**src/rtl/dma_write_controller_if.sv**
```systemverilog
// dma_write_controller_if: TLP header/payload stream plus AXI4 read address/data channels.
interface dma_write_controller_if;
  logic [31:0]  tx_wr_addr;
  logic [9:0]   tx_wr_len;
  logic         tx_wr_valid;
  logic         tx_wr_ready;
  logic [127:0] tx_data;
  logic [3:0]   tx_data_dwen;
  logic         tx_data_valid;
  logic         tx_data_ready;
  logic [31:0]  araddr;
  logic [7:0]   arlen;
  logic [2:0]   arsize;
  logic [1:0]   arburst;
  logic         arvalid;
  logic         arready;
  logic [127:0] rdata;
  logic [1:0]   rresp;
  logic         rlast;
  logic         rvalid;
  logic         rready;
  modport master (
    output tx_wr_addr, tx_wr_len, tx_wr_valid, input tx_wr_ready,
    output tx_data, tx_data_dwen, tx_data_valid, input tx_data_ready,
    output araddr, arlen, arsize, arburst, arvalid, input arready,
    input rdata, rresp, rlast, rvalid, output rready
  );
  modport slave (
    input tx_wr_addr, tx_wr_len, tx_wr_valid, output tx_wr_ready,
    input tx_data, tx_data_dwen, tx_data_valid, output tx_data_ready,
    input araddr, arlen, arsize, arburst, arvalid, output arready,
    output rdata, rresp, rlast, rvalid, input rready
  );
endinterface

```
**src/rtl/dma_write_controller.sv**
```systemverilog
// dma_write_controller: device-to-host DMA; AXI reads streamed out as PCIe memory-write chunks.
module dma_write_controller #(
  parameter int P_MAX_PAYLOAD_BYTES = 512
) (
  input  logic        i_clk,
  input  logic        i_rst,
  input  logic [15:0] pcie_dcommand,
  input  logic [31:0] dma_write_host_address,
  input  logic [31:0] dma_write_device_address,
  input  logic [31:0] dma_write_length,
  input  logic        dma_write_start,
  output logic        busy,
  output logic        error,
  output logic        int_valid,
  input  logic        int_done,
  dma_write_controller_if.master bus
);
  localparam logic [31:0] MAX_B = 32'(P_MAX_PAYLOAD_BYTES);
  typedef enum logic [2:0] {IDLE, CALC, HDR, AR, DATA, INT} state_t;
  state_t state, state_n;
  logic [31:0] host, dev, rem, mps_raw, mps, m1, m2, chunk, host_room, dev_room, beats_m1, done_bytes, rem_n;
  logic [7:0] beat;
  logic fire, last, unused_ok;
  assign mps_raw = pcie_dcommand[7:5] == 3'd0 ? 32'd128 : pcie_dcommand[7:5] == 3'd1 ? 32'd256 : 32'd512;
  assign mps = mps_raw > MAX_B ? MAX_B : mps_raw;
  assign host_room = 32'd4096 - {20'd0, host[11:0]};
  assign dev_room = 32'd4096 - {20'd0, dev[11:0]};
  assign m1 = rem < mps ? rem : mps;
  assign m2 = m1 < host_room ? m1 : host_room;
  assign chunk = m2 < dev_room ? m2 : dev_room;
  assign beats_m1 = ((chunk + 32'd15) >> 4) - 32'd1;
  // Chunk size is recovered from the registered DW count when the chunk retires.
  assign done_bytes = {20'd0, bus.tx_wr_len, 2'b00};
  assign rem_n = rem - done_bytes;
  assign fire = state == DATA && bus.rvalid && bus.tx_data_ready;
  assign last = beat == bus.arlen;
  assign unused_ok = ^{pcie_dcommand[15:8], pcie_dcommand[4:0], chunk[31:12], chunk[1:0], beats_m1[31:8]};
  assign busy = state != IDLE;
  assign int_valid = state == INT;
  assign bus.tx_wr_valid = state == HDR;
  assign bus.arvalid = state == AR;
  assign bus.arsize = 3'b100;
  assign bus.arburst = 2'b01;
  assign bus.rready = state == DATA && bus.tx_data_ready;
  assign bus.tx_data_valid = state == DATA && bus.rvalid;
  assign bus.tx_data = bus.rdata;
  assign bus.tx_data_dwen = !last ? 4'b1111 :
                            bus.tx_wr_len[1:0] == 2'd1 ? 4'b0001 :
                            bus.tx_wr_len[1:0] == 2'd2 ? 4'b0011 :
                            bus.tx_wr_len[1:0] == 2'd3 ? 4'b0111 : 4'b1111;
  always_ff @(posedge i_clk)
    if (i_rst) state <= IDLE;
    else state <= state_n;
  always_comb begin
    state_n = state;
    case (state)
      IDLE: if (dma_write_start) state_n = dma_write_length == 32'd0 ? INT : CALC;
      CALC: state_n = HDR;
      HDR:  if (bus.tx_wr_ready) state_n = AR;
      AR:   if (bus.arready) state_n = DATA;
      DATA: if (fire && last) state_n = rem_n == 32'd0 ? INT : CALC;
      INT:  if (int_done) state_n = IDLE;
      default: state_n = IDLE;
    endcase
  end
  always_ff @(posedge i_clk) begin
    if (i_rst) begin
      host <= '0;
      dev <= '0;
      rem <= '0;
      error <= 1'b0;
      beat <= '0;
      bus.tx_wr_addr <= '0;
      bus.tx_wr_len <= '0;
      bus.araddr <= '0;
      bus.arlen <= '0;
    end else begin
      if (state == IDLE && dma_write_start) begin
        host <= dma_write_host_address;
        dev <= dma_write_device_address;
        rem <= dma_write_length;
        error <= 1'b0;
      end
      if (state == CALC) begin
        bus.tx_wr_len <= chunk[11:2];
        bus.arlen <= beats_m1[7:0];
        bus.araddr <= dev;
        bus.tx_wr_addr <= host;
        beat <= '0;
      end
      if (fire) begin
        beat <= beat + 8'd1;
        if (bus.rresp != 2'b00 || bus.rlast != last) error <= 1'b1;
        if (last) begin
          host <= host + done_bytes;
          dev <= dev + done_bytes;
          rem <= rem_n;
        end
      end
    end
  end
endmodule
```
**src/flat_wrapper.sv**
```systemverilog
// flat-port wrapper written by rule: the top's interface ports become plain ports
module dma_write_controller_flat 
#(
  parameter int P_MAX_PAYLOAD_BYTES = 512
)
  (i_clk, i_rst, pcie_dcommand, dma_write_host_address, dma_write_device_address, dma_write_length, dma_write_start, busy, error, int_valid, int_done, bus_tx_wr_addr, bus_tx_wr_len, bus_tx_wr_valid, bus_tx_wr_ready, bus_tx_data, bus_tx_data_dwen, bus_tx_data_valid, bus_tx_data_ready, bus_araddr, bus_arlen, bus_arsize, bus_arburst, bus_arvalid, bus_arready, bus_rdata, bus_rresp, bus_rlast, bus_rvalid, bus_rready);
  dma_write_controller_if bus_i ();
  input  logic i_clk;
  input  logic i_rst;
  input  logic [15:0] pcie_dcommand;
  input  logic [31:0] dma_write_host_address;
  input  logic [31:0] dma_write_device_address;
  input  logic [31:0] dma_write_length;
  input  logic dma_write_start;
  output logic busy;
  output logic error;
  output logic int_valid;
  input  logic int_done;
  output wire logic [$bits(bus_i.tx_wr_addr)-1:0] bus_tx_wr_addr;
  output wire logic [$bits(bus_i.tx_wr_len)-1:0] bus_tx_wr_len;
  output wire logic [$bits(bus_i.tx_wr_valid)-1:0] bus_tx_wr_valid;
  input wire logic [$bits(bus_i.tx_wr_ready)-1:0] bus_tx_wr_ready;
  output wire logic [$bits(bus_i.tx_data)-1:0] bus_tx_data;
  output wire logic [$bits(bus_i.tx_data_dwen)-1:0] bus_tx_data_dwen;
  output wire logic [$bits(bus_i.tx_data_valid)-1:0] bus_tx_data_valid;
  input wire logic [$bits(bus_i.tx_data_ready)-1:0] bus_tx_data_ready;
  output wire logic [$bits(bus_i.araddr)-1:0] bus_araddr;
  output wire logic [$bits(bus_i.arlen)-1:0] bus_arlen;
  output wire logic [$bits(bus_i.arsize)-1:0] bus_arsize;
  output wire logic [$bits(bus_i.arburst)-1:0] bus_arburst;
  output wire logic [$bits(bus_i.arvalid)-1:0] bus_arvalid;
  input wire logic [$bits(bus_i.arready)-1:0] bus_arready;
  input wire logic [$bits(bus_i.rdata)-1:0] bus_rdata;
  input wire logic [$bits(bus_i.rresp)-1:0] bus_rresp;
  input wire logic [$bits(bus_i.rlast)-1:0] bus_rlast;
  input wire logic [$bits(bus_i.rvalid)-1:0] bus_rvalid;
  output wire logic [$bits(bus_i.rready)-1:0] bus_rready;
  assign bus_tx_wr_addr = bus_i.tx_wr_addr;
  assign bus_tx_wr_len = bus_i.tx_wr_len;
  assign bus_tx_wr_valid = bus_i.tx_wr_valid;
  assign bus_i.tx_wr_ready = bus_tx_wr_ready;
  assign bus_tx_data = bus_i.tx_data;
  assign bus_tx_data_dwen = bus_i.tx_data_dwen;
  assign bus_tx_data_valid = bus_i.tx_data_valid;
  assign bus_i.tx_data_ready = bus_tx_data_ready;
  assign bus_araddr = bus_i.araddr;
  assign bus_arlen = bus_i.arlen;
  assign bus_arsize = bus_i.arsize;
  assign bus_arburst = bus_i.arburst;
  assign bus_arvalid = bus_i.arvalid;
  assign bus_i.arready = bus_arready;
  assign bus_i.rdata = bus_rdata;
  assign bus_i.rresp = bus_rresp;
  assign bus_i.rlast = bus_rlast;
  assign bus_i.rvalid = bus_rvalid;
  assign bus_rready = bus_i.rready;
  dma_write_controller #(.P_MAX_PAYLOAD_BYTES(P_MAX_PAYLOAD_BYTES)) u_core (.i_clk(i_clk), .i_rst(i_rst), .pcie_dcommand(pcie_dcommand), .dma_write_host_address(dma_write_host_address), .dma_write_device_address(dma_write_device_address), .dma_write_length(dma_write_length), .dma_write_start(dma_write_start), .busy(busy), .error(error), .int_valid(int_valid), .int_done(int_done), .bus(bus_i));
endmodule
```
**config.mk**
```make
export PLATFORM = sky130hd
export DESIGN_NAME = dma_write_controller_flat
export DESIGN_NICKNAME = d
export VERILOG_FILES = /design/src/rtl/dma_write_controller_if.sv /design/src/rtl/dma_write_controller.sv /design/src/flat_wrapper.sv
export SDC_FILE = /design/constraint.sdc
export NUM_CORES = 1
export LEC_CHECK = 0
export CAP_MARGIN = 20
export CORE_ASPECT_RATIO = 0.8
export CORE_MARGIN = 2
export CORE_UTILIZATION = 41
export CTS_CLUSTER_SIZE = 10
export DETAILED_ROUTE_END_ITERATION = 6
export HOLD_SLACK_MARGIN = 0.08
export PLACE_DENSITY = 0.78
export REMOVE_ABC_BUFFERS = 1
export SLEW_MARGIN = 20
export SYNTH_ARGS = -nofsm -noshare
export SYNTH_HDL_FRONTEND = slang
export SYNTH_SLANG_ARGS = --single-unit
```
**constraint.sdc**
```tcl
create_clock -name i_clk -period 9.14 [get_ports i_clk]
set_input_delay 1.828 -clock i_clk [delete_from_list [all_inputs] [get_ports i_clk]]
set_output_delay 1.828 -clock i_clk [all_outputs]
set_load 0.1 [all_outputs]
```
After elaboration in Yosys (flattened, before gate mapping)
Cells that the tools add are included.
Widths: inputs -> output; s select.
{"block": "word_totals", "reg_bits": 190, "input_bits": 251, "word_cells": 84}
{"block": "classes", "n_reduce_logical": 14, "eq_ne": 16, "magnitude_cmp": 4, "mux": 32, "add_sub_neg": 8}
{"op": "$mux 32", "count": 13}
{"op": "$lt 32x32->1", "count": 3}
{"op": "$add 32x12->32", "count": 2}
{"op": "$logic_not 32->1", "count": 2}
{"op": "$gt 32x10->1 const B", "count": 1}
{"op": "$sub 32x12->32", "count": 1}
{"op": "$sub 13x12->14 const A", "count": 2}
{"op": "$mux 3", "count": 7}
{"op": "$pmux 3 s6", "count": 1}
{"op": "$mux 4", "count": 4}
{"op": "$mux 8", "count": 2}
{"op": "$add 12x4->12 const B", "count": 1}
{"op": "$mux 12", "count": 1}
{"op": "$mux 10", "count": 1}
{"op": "$add 8x1->8 const B", "count": 1}
{"op": "$eq 8x8->1", "count": 1}
{"op": "$sub 8x1->8 const B", "count": 1}
{"op": "$eq 3x1->1 const B", "count": 2}
{"op": "$eq 3x2->1 const B", "count": 2}
{"op": "$eq 3x3->1 const B", "count": 2}
{"op": "$logic_not 3->1", "count": 2}
{"op": "$ne 2x1->1 const B", "count": 3}
{"op": "$logic_and 1x1->1", "count": 5}
{"op": "$reduce_and 5->1", "count": 1}
{"op": "8 further kinds", "count": 13}

Depth between registers and ports, before layout
Gate-level depths: netlist (run 1).
{"block": "logic_depth", "ltp_word": 13, "depth_mapped": 37, "depth_no_buf": 33}

Least setup slack after synthesis (run 1)
No wires, ideal clock.
{"block": "synth_timing", "path_type": "in2reg", "start": "in pcie_dcommand[7]", "end": "reg u_core.bus.arlen[6]", "path_stages": 34, "path_buffers": 5, "t_arrival_ns": 9.206, "required_ns": 9.009, "setup_slack_ns": -0.197, "path_cell_list": "or2_2 > inv_1 > nand2_1 > ha_1 > o2111a_1 > nor4_4 > clkbuf_1 > o21ai_0 > ha_1 > and4_1 > o2111a_1 > o31a_1 > a211oi_1 > clkbuf_1 > clkbuf_1 > nor2_1 > ha_1 > nand2_1 > or2_2 > a211o_1 > or2_2 > o221a_2 > and2_1 > buf_6 > clkbuf_1 > a21oi_1 > xor2_1 > ha_1 > inv_1 > nor4_1 > a21oi_1 > a2111o_1 > nand2_1 > nor4_2"}
{"block": "synth_between", "elab_chain_len": 13, "elab_cells_between_ends": 14, "cone_classes": "add/sub: 2; order compare: 4; eq/ne: 1; mux: 6; reduce/logical: 1"}
{"item": "from (decl)", "line_no": "flat_wrapper.sv:10", "text": "input logic [15:0] pcie_dcommand;"}
{"item": "$eq 3x1->1", "line_no": "dma_write_controller.sv:24", "text": "assign mps_raw = pcie_dcommand[7:5] == 3'd0 ? 32'd128 : pcie_dcommand[7:5] == 3'd1 ? 32'd256 : 32'd512;"}
{"item": "$mux 10", "line_no": "dma_write_controller.sv:24"}
{"item": "$mux 32 *", "line_no": "dma_write_controller.sv:24"}
{"item": "$gt 32x10->1", "line_no": "dma_write_controller.sv:25", "text": "assign mps = mps_raw > MAX_B ? MAX_B : mps_raw;"}
{"item": "$mux 32 *", "line_no": "dma_write_controller.sv:25"}
{"item": "$lt 32x32->1", "line_no": "dma_write_controller.sv:28", "text": "assign m1 = rem < mps ? rem : mps;"}
{"item": "$mux 32 *", "line_no": "dma_write_controller.sv:28"}
{"item": "$lt 32x32->1", "line_no": "dma_write_controller.sv:29", "text": "assign m2 = m1 < host_room ? m1 : host_room;"}
{"item": "$mux 32 *", "line_no": "dma_write_controller.sv:29"}
{"item": "$lt 32x32->1", "line_no": "dma_write_controller.sv:30", "text": "assign chunk = m2 < dev_room ? m2 : dev_room;"}
{"item": "$mux 12 *", "line_no": "dma_write_controller.sv:30"}
{"item": "$add 12x4->12 *", "line_no": "dma_write_controller.sv:31", "text": "assign beats_m1 = ((chunk + 32'd15) >> 4) - 32'd1;"}
{"item": "$sub 8x1->8 *", "line_no": "dma_write_controller.sv:31"}
{"item": "to (signal assigned)", "line_no": "dma_write_controller.sv:86", "text": "bus.arlen <= beats_m1[7:0];"}
{"item": "to (decl)", "line_no": "dma_write_controller_if.sv:25", "text": "output araddr, arlen, arsize, arburst, arvalid, input arready,"}
Every way passes the cells marked *; elsewhere a longest branch is shown, timed or not.
A chain may end at the register's enable or synchronous reset.

Worst setup path after layout (run 1)
{"block": "layout_timing", "start": "in pcie_dcommand[7]", "end": "reg u_core.bus.arlen[4]"}
The elaborated chain is that of the path after synthesis.

==> impl_results.md, run 1 <==
- Design area: roughly 15000 sq um
- LEAKAGE: 0.00543 uW
- Total gr overflow: 0
- Clk sinks: 190
- Placed cell area: approximately 14000 sq um
- Site Rows: 58
- Htree depth: 4
- Initial antenna violation count: 9
- Final setup viols: 0
- Worst hold path class: reg2reg
- Outcome: completed
- Cell count after synthesis: around 1700
- Resized Gates After CTS: 0
- Hold_sp: u_core.bus.araddr[6]
- Core area: 31200 sq um
- VDD IR max: 188 uV
- CTS tree: built
- Synth Flop Type: dfxtp_1
- Post-synth EDFFs: 0
- Distinct cells, synth: 72
- Clock Skew: between 0.015 and 0.02 ns
- WP data required: between 9 and 10 ns
- DRT iter0 DRCs: roughly 1300
- Max_cap viols: 0
- Fin. Hold Viols: 0
- Fmax: 115 MHz
- Clk Latency, worst-skew pair: between 0.4 and 0.5 ns
- Routed Wire Length: between 60000 and 70000 um
- Ys async rst share: 0%
- Via Count: 13174
- GRT Total Usage: 37.7%
- Fin. max-slew vios: 0
- Slew @ Worst Pin: 1.08 ns
- Hold Slack: approximately 0.46 ns
- Capture point of the worst reg-to-reg path: u_core.bus.arlen[4]
- Drt pass-1 iters: 5
- Clk root buf: clkbuf_16
- I/O pin cnt: 477
- Crit end category: flip-flop
- R2R Setup Slk: 1.80 ns
- CTS Buffer Depth: 2
- Mapped Area: 12900 sq um
- # nets final: 2078
- Worst-path maximum fanout: 16
- Slew HR: 27.5%
- Largest net degree at the start of global routing: 84
- Wire length of the first global-routing pass: about 88000 um
- Final core occ: 48.2%
- Yosys reg bits: 190
- CP max stage delay: 0.68 ns
- Vias per inst: about 6
- Sequential area share after synthesis: 29.5%
- Period utilisation layout: 95.5%
- Height of the die: 163 um
- TritonCTS buffer count: 17
- Vias in the first global route: approximately 12000
- Tot Pwr: ~5400 uW
- Fraction of layout cells with a size suffix above 1: between 6 and 7%
- Die width: slightly above 200 um
- DIE AREA: around 33000 sq um
- Antenna Nets Post-Route: 0
- Synthesis-to-layout area growth: 16.8%
- Synthesis warning total: 0
- Slowest cell on the critical path: a2111oi_0
- Initial Util: 41.3%
- Port-buffer cells: 201
- Crit path DAT: 9.08 ns
- RD Place Congestion: approximately 0.94
- Minimum clock period: 8.73 ns
- Crit Path Class: in2reg
- Hold-fix buffers, CTS: 0
- Startpoint Class: input pin
- Post-DR wirelength/cell: roughly 29 um
- Worst Reg-to-Reg Cells: 26
- WP depth: 33
- Crit-path leading delay family: compound AO/OA/AOI/OAI gates
- Crit path top cell by count: nand2_1
- FF-to-FF Start: u_core.host[2]
- Power per cell area: between 300 and 400 nW/um^2
- Hold depth: 2
- Syn_area_per_cell: 7.47 sq um
- Clock slew at reported path FFs: 0.08 ns
- Post-CTS setup repair buffer count: 0
- Hold EP: u_core.bus.araddr[6]
- Buf/Inv on CP: 6
- Detailed placement HPWL: about 50000 um
- DRC viols: 0
- Unrepaired setup endpoints after global routing: no
==> metrics by stage <==
stage | worst slack (ns) | cells | setup TNS, ns
after CTS | 0.480 | 2195 | 0
final | 0.407 | 2200 | 0
after global routing | 0.0553 | 2199 | 0
after detailed placement | 0.0485 | 2163 | 0
after floorplan | -0.870 | 1501 | -3.33
after global placement | 0.122 | 2162 | 0
==> cell families after synthesis <==
kind of cell             after synthesis  synth area share [%]
AO/OA/AOI/OAI                        434                  21.4
buffers and inverters                281                  12.2
other                                  2                0.0583
multiplexers                          19                  1.54
adder cells (fa/ha/maj)               65                  6.49
AND/OR/NAND/NOR                      674                  24.6
XOR/XNOR                              61                  4.15
flip-flops                           190                  29.5
==> layout make-up <==
cell class              count  area, sq um
fillers                  3040        16200
multi-input cells        1262         7570
flip-flops and latches    190         3800
repair buffers            242         2330
well taps                 420          526
clock buffers              17          425
clock inverters            15          189
inverters                  49          184
diodes                      5         12.5
==> synth_stat cells, types with 11 or more instances <==
cell type	count	share of area (%)
nand3_1	35	1.4
and2_1	17	0.83
nor4_1	27	1.3
a21oi_1	177	6.9
nor3b_1	13	0.76
nor2b_1	12	0.58
or3_1	17	0.83
or4_1	11	0.64
mux2i_1	12	0.93
xnor2_1	37	2.5
dfxtp_1	190	30
buf_4	134	7.8
nor3_1	30	1.2
nand2_1	310	9.0
o21ai_0	65	2.5
inv_1	49	1.4
ha_1	62	6.0
nand4_1	16	0.78
xor2_1	24	1.6
nor2_1	130	3.8
clkbuf_1	91	2.7
a311oi_1	22	1.5
and3_1	16	0.78
a211oi_1	29	1.7
a31oi_1	29	1.4
o21a_1	16	0.93
==> flip-flops by register name, summed over array words and instances (netlist names) <==
register	count
u_core.beat	8
u_core.bus.araddr	32
u_core.bus.arlen	8
u_core.bus.tx_wr_addr	32
u_core.bus.tx_wr_len	10
u_core.dev	32
u_core.error	1
u_core.host	32
u_core.rem	32
u_core.state	3
==> cell usage in the layout (no fill, tap or decap), drive strengths merged, types with 11 or more instances in the layout <==
master / count
a31oi: 29
nor2: 130
ha: 62
nor2b: 12
a21oi: 177
inv: 56
o21a: 16
clkbuf: 17
and2: 17
or4: 11
nand2: 310
and3: 16
xor2: 24
mux2i: 12
o21ai: 65
nand3: 35
buf: 42
nor3b: 14
nor4: 31
dfxtp: 190
clkdlybuf4s50: 200
a311oi: 22
nand4: 16
a211oi: 29
or3: 18
nor3: 30
xnor2: 37
==> metal layers <==
metal	vias up	global-route usage, %	part of all wire (%)
met5	-	15.0	1.0
met4	16	12.3	3.2
met3	75	33.1	21
met2	896	45.4	35
met1	6128	45.7	41
li1	6059	-	-
==> worst reg2reg max path, cell delays in order (launching register included) <==
cell and delay [ns]:
dfxtp_1 0.42, nor4_1 0.95, nand3b_1 0.18, xnor2_1 0.43
ha_1 0.36, and4_1 0.24, o2111a_1 0.15, o31a_1 0.31
a211oi_2 0.33, buf_4 0.19, mux2i_1 0.24, ha_1 0.17
nand3_1 0.06, or2_2 0.30, a211o_1 0.32, or2_2 0.28
o221a_2 0.26, buf_4 0.16, nand2_1 0.13, mux2_2 0.36
nand2_1 0.07, nand2_1 0.05, ha_1 0.23, a2111oi_0 0.68
buf_4 0.22, o21ai_0 0.07, o311ai_0 0.09
==> how the worst max path moves through the flow <==
stage                     startpoint                  end  slack [ns]
floorplan           pcie_dcommand[7]  u_core.bus.arlen[6]       -0.87
global placement    pcie_dcommand[7]  u_core.bus.arlen[4]        0.12
detailed placement  pcie_dcommand[7]  u_core.bus.arlen[6]        0.05
CTS                 pcie_dcommand[7]  u_core.bus.arlen[6]        0.48
global route        pcie_dcommand[7]  u_core.bus.arlen[6]        0.06
finish              pcie_dcommand[7]  u_core.bus.arlen[4]        0.41
==> where the power goes <==
group / switching [uW] / total, uW / internal, uW
clock network: 397 / 793 / 396
registers: 216 / 1190 / 971
logic: 2220 / 3420 / 1200
total: 2830 / 5400 / 2570
No activity file was read; power rests on OpenSTA's default activity.
==> inputs of run 2 (changes only) <==
Settings changed: CTS_CLUSTER_SIZE 10 to default.
==> results of run 2 <==
No change in the layout: final DEF, timing and power equal those of run 1.
==> inputs of run 3 (changes only) <==
Settings changed: CELL_PAD_IN_SITES_DETAIL_PLACEMENT from default to 1, CELL_PAD_IN_SITES_GLOBAL_PLACEMENT from default to 1, CORE_UTILIZATION 41 to 29, PLACE_DENSITY 0.78 to default, PLACE_DENSITY_LB_ADDON from default to 0.1.
==> run 3 against run 2 <==
Effect of this change: the flow now finishes with violations (DRC); sequential share of layout area down 0.19 points; maximum frequency rose by 0.18%; flip-flop and latch count did not move; non-clock buffer count is 10 lower; hold slack better by 0.0043 ns; setup slack better by 0.016 ns; first-iteration DRC count down 9.6%; largest cell class unchanged.
==> impl_results.md, run 3 (synthesis gave the netlist of run 1 again) <==
- Outcome: finished, violations left
- Violated checks: DRC
- Height of the die: 193 um (+18%)
- Comb power frac: 63.1% (-0.2 points)
- Crit end category: flip-flop
- Unrepaired setup endpoints after global routing: no
- Most frequent cells in the layout: 309 x nand2_1, 200 x clkdlybuf4s50_1, 190 x dfxtp_1
- Initial antenna violation count: 9 (unchanged)
- Worst-path maximum fanout: 21 (+5)
- Port-buffer cells: 201 (unchanged)
- Clk Latency, worst-skew pair: 0.47 ns (about the same)
- CTS Buffer Depth: 2 (unchanged)
- Detailed placement HPWL: 50700 um (+4.4%)
- Fraction of layout cells with a size suffix above 1: 5.56% (-0.59 points)
- Startpoint Class: input pin
- Crit Path Class: in2reg
- Crit path DAT: 9.04 ns (-0.04 ns)
- VDD IR max: 149 uV (-21%)
- Total gr overflow: 0 (unchanged)
- Slowest cell on the critical path: clkdlybuf4s50_1
- DRC viols: 1 (+1)
- Fin. max-slew vios: 0 (unchanged)
- Part of the power in the clock network: 14.3% (-0.4 points)
- Final core occ: 34.4% (-14 points)
- Vias in the first global route: 12550 (+5.9%)
- Max_cap viols: 0 (unchanged)
- Hold-fix buffers, CTS: 0 (unchanged)
- Slew HR: 20.1% (-7.4 points)
- Drt pass-1 iters: 6 (+1)
- Slew @ Worst Pin: 1.19 ns (+0.110 ns)
- Crit path top cell by count: nand2_1
- WP data required: 9.46 ns (-0.02 ns)
- Initial Util: 29.2% (-12 points)
- LEAKAGE: 0.00534 uW (-1.6%)
- Clock Skew: 0.0173 ns (-0.000353 ns)
- Buf/Inv on CP: 7 (+1)
- Clk root buf: clkbuf_16
- DP Worst Slack: 0.0146 ns (-0.0339 ns)
- Fin. Hold Viols: 0 (unchanged)
- Routed Wire Length: 69900 um (+11%)
- Worst hold path class: reg2reg
- Period utilisation layout: 95.4% (-0.17 points)
- Internal power: 2490 uW (-3.0%)
- Flop pwr share: 22.6% (+0.6 points)
- Core area: 44100 sq um (+41%)
- Antenna Nets Post-Route: 0 (unchanged)
- I/O pin cnt: 477 (unchanged)
- DIE AREA: 46100 sq um (+40%)
- # nets final: 2068 (-0.48%)
- Via Count: 13163 (-0.083%)
- Dpl cells: 2335 (+8.0%)
- Clock slew at reported path FFs: 0.07 ns (about the same)
- Die width: 240 um (+19%)
- RD Place Congestion: 0.832 (-11%)
- Htree depth: 4 (unchanged)
- Vias per inst: 5.55 (-7.3%)
- Leading cell type in the layout, fill and taps excluded: nand2_1
- Largest net degree at the start of global routing: 78 (-7.1%)
- Worst setup margin: 0.423 ns (+0.0158 ns)
- Post-route setup TNS: 0 ns (unchanged)
- Clk sinks: 190 (unchanged)
- Minimum clock period: 8.72 ns (-0.0158 ns)
- DRT iter0 DRCs: 1137 (-9.6%)
- Non-filler cells, final: 2370 (+7.7%)
- Synthesis-to-layout area growth: 17.7%
- Final setup viols: 0 (unchanged)
- CP max stage delay: 0.41 ns (-0.27 ns)
- Wire length of the first global-routing pass: 98400 um (+11%)
- Sw frac: 53.3% (+0.86 points)
- Power per cell area: 352 nW/um^2 (-1.9%)
- Crit-path leading delay family: compound AO/OA/AOI/OAI gates
- TritonCTS buffer count: 17 (unchanged)
- CTS tree: built
- GRT Total Usage: 30.4% (-7.2 points)
- Site Rows: 69 (+19%)
- Switching pwr: 2850 uW (+0.42%)
- Fmax: 115 MHz (+0.18%)
- Post-DR wirelength/cell: 29.5 um (+3.0%)
run 3: routing by layer:
metal / part of all wire, % / GRT usage, % / vias to the layer above
met5: 1.5 / 16.7 / -
met4: 1.3 / 5.96 / 26
met3: 15 / 21.3 / 60
met2: 35 / 36.9 / 568
met1: 47 / 41.1 / 6487
li1: - / - / 6022
run 3: final timing paths:
check / from / endpoint / slack [ns] / cells after the start
worst max-delay path: pcie_dcommand[7] / u_core.bus.arlen[6] / 0.42 / 36
worst min-delay path: u_core.bus.tx_wr_addr[0] / u_core.bus.tx_wr_addr[0] / 0.46 / 2
worst max register to register: u_core.rem[18] / u_core.bus.arlen[6] / 1.77 / 32
worst min register to register: u_core.bus.tx_wr_addr[0] / u_core.bus.tx_wr_addr[0] / 0.46 / 2
run 3: what timing repair did:
item                       in CTS  in global routing
resized for setup               0                  3
setup endpoints to repair       0                  2
setup buffers                   0                  1
run 3: stage by stage:
step           power [uW]  hold WS (ns)  cell area (sq um)
3_3_place_gp         4490         0.444              14600
4_1_cts              5320         0.463              15100
3_5_place_dp         4540         0.450              14600
6_report             5340         0.460              15200
5_1_grt              5730         0.475              15200
2_1_floorplan        3420         0.435              11500
run 3: layout make-up:
class / count / area (sq um)
timing repair buffer: 232 / 2270
sequential: 190 / 3800
clock inverter: 11 / 115
clock buffer: 20 / 447
antenna: 3 / 7.51
multi-input combinational: 1262 / 7580
tap: 603 / 754
fill: 5370 / 29000
inverter: 49 / 184
run 3: power groups by stage:
stage | Combinational, uW | Clock, uW | Sequential (uW)
2_1_floorplan | 1900 | 0 | 1520
3_3_place_gp | 3270 | 0 | 1220
3_5_place_dp | 3310 | 0 | 1220
4_1_cts | 3330 | 780 | 1200
5_1_grt | 3680 | 817 | 1230
6_report | 3370 | 763 | 1200
run 3: worst reg2reg max path: cells and delay by family, from the launching register on:
family                     cells  cell delay [ns]
muxes                          1             0.28
and+or+nand+nor               12             2.66
AOI/OAI and AO/OA             11             2.17
buffers and inverters          5             0.80
DFF                            1             0.47
adders and majority gates      3             0.88
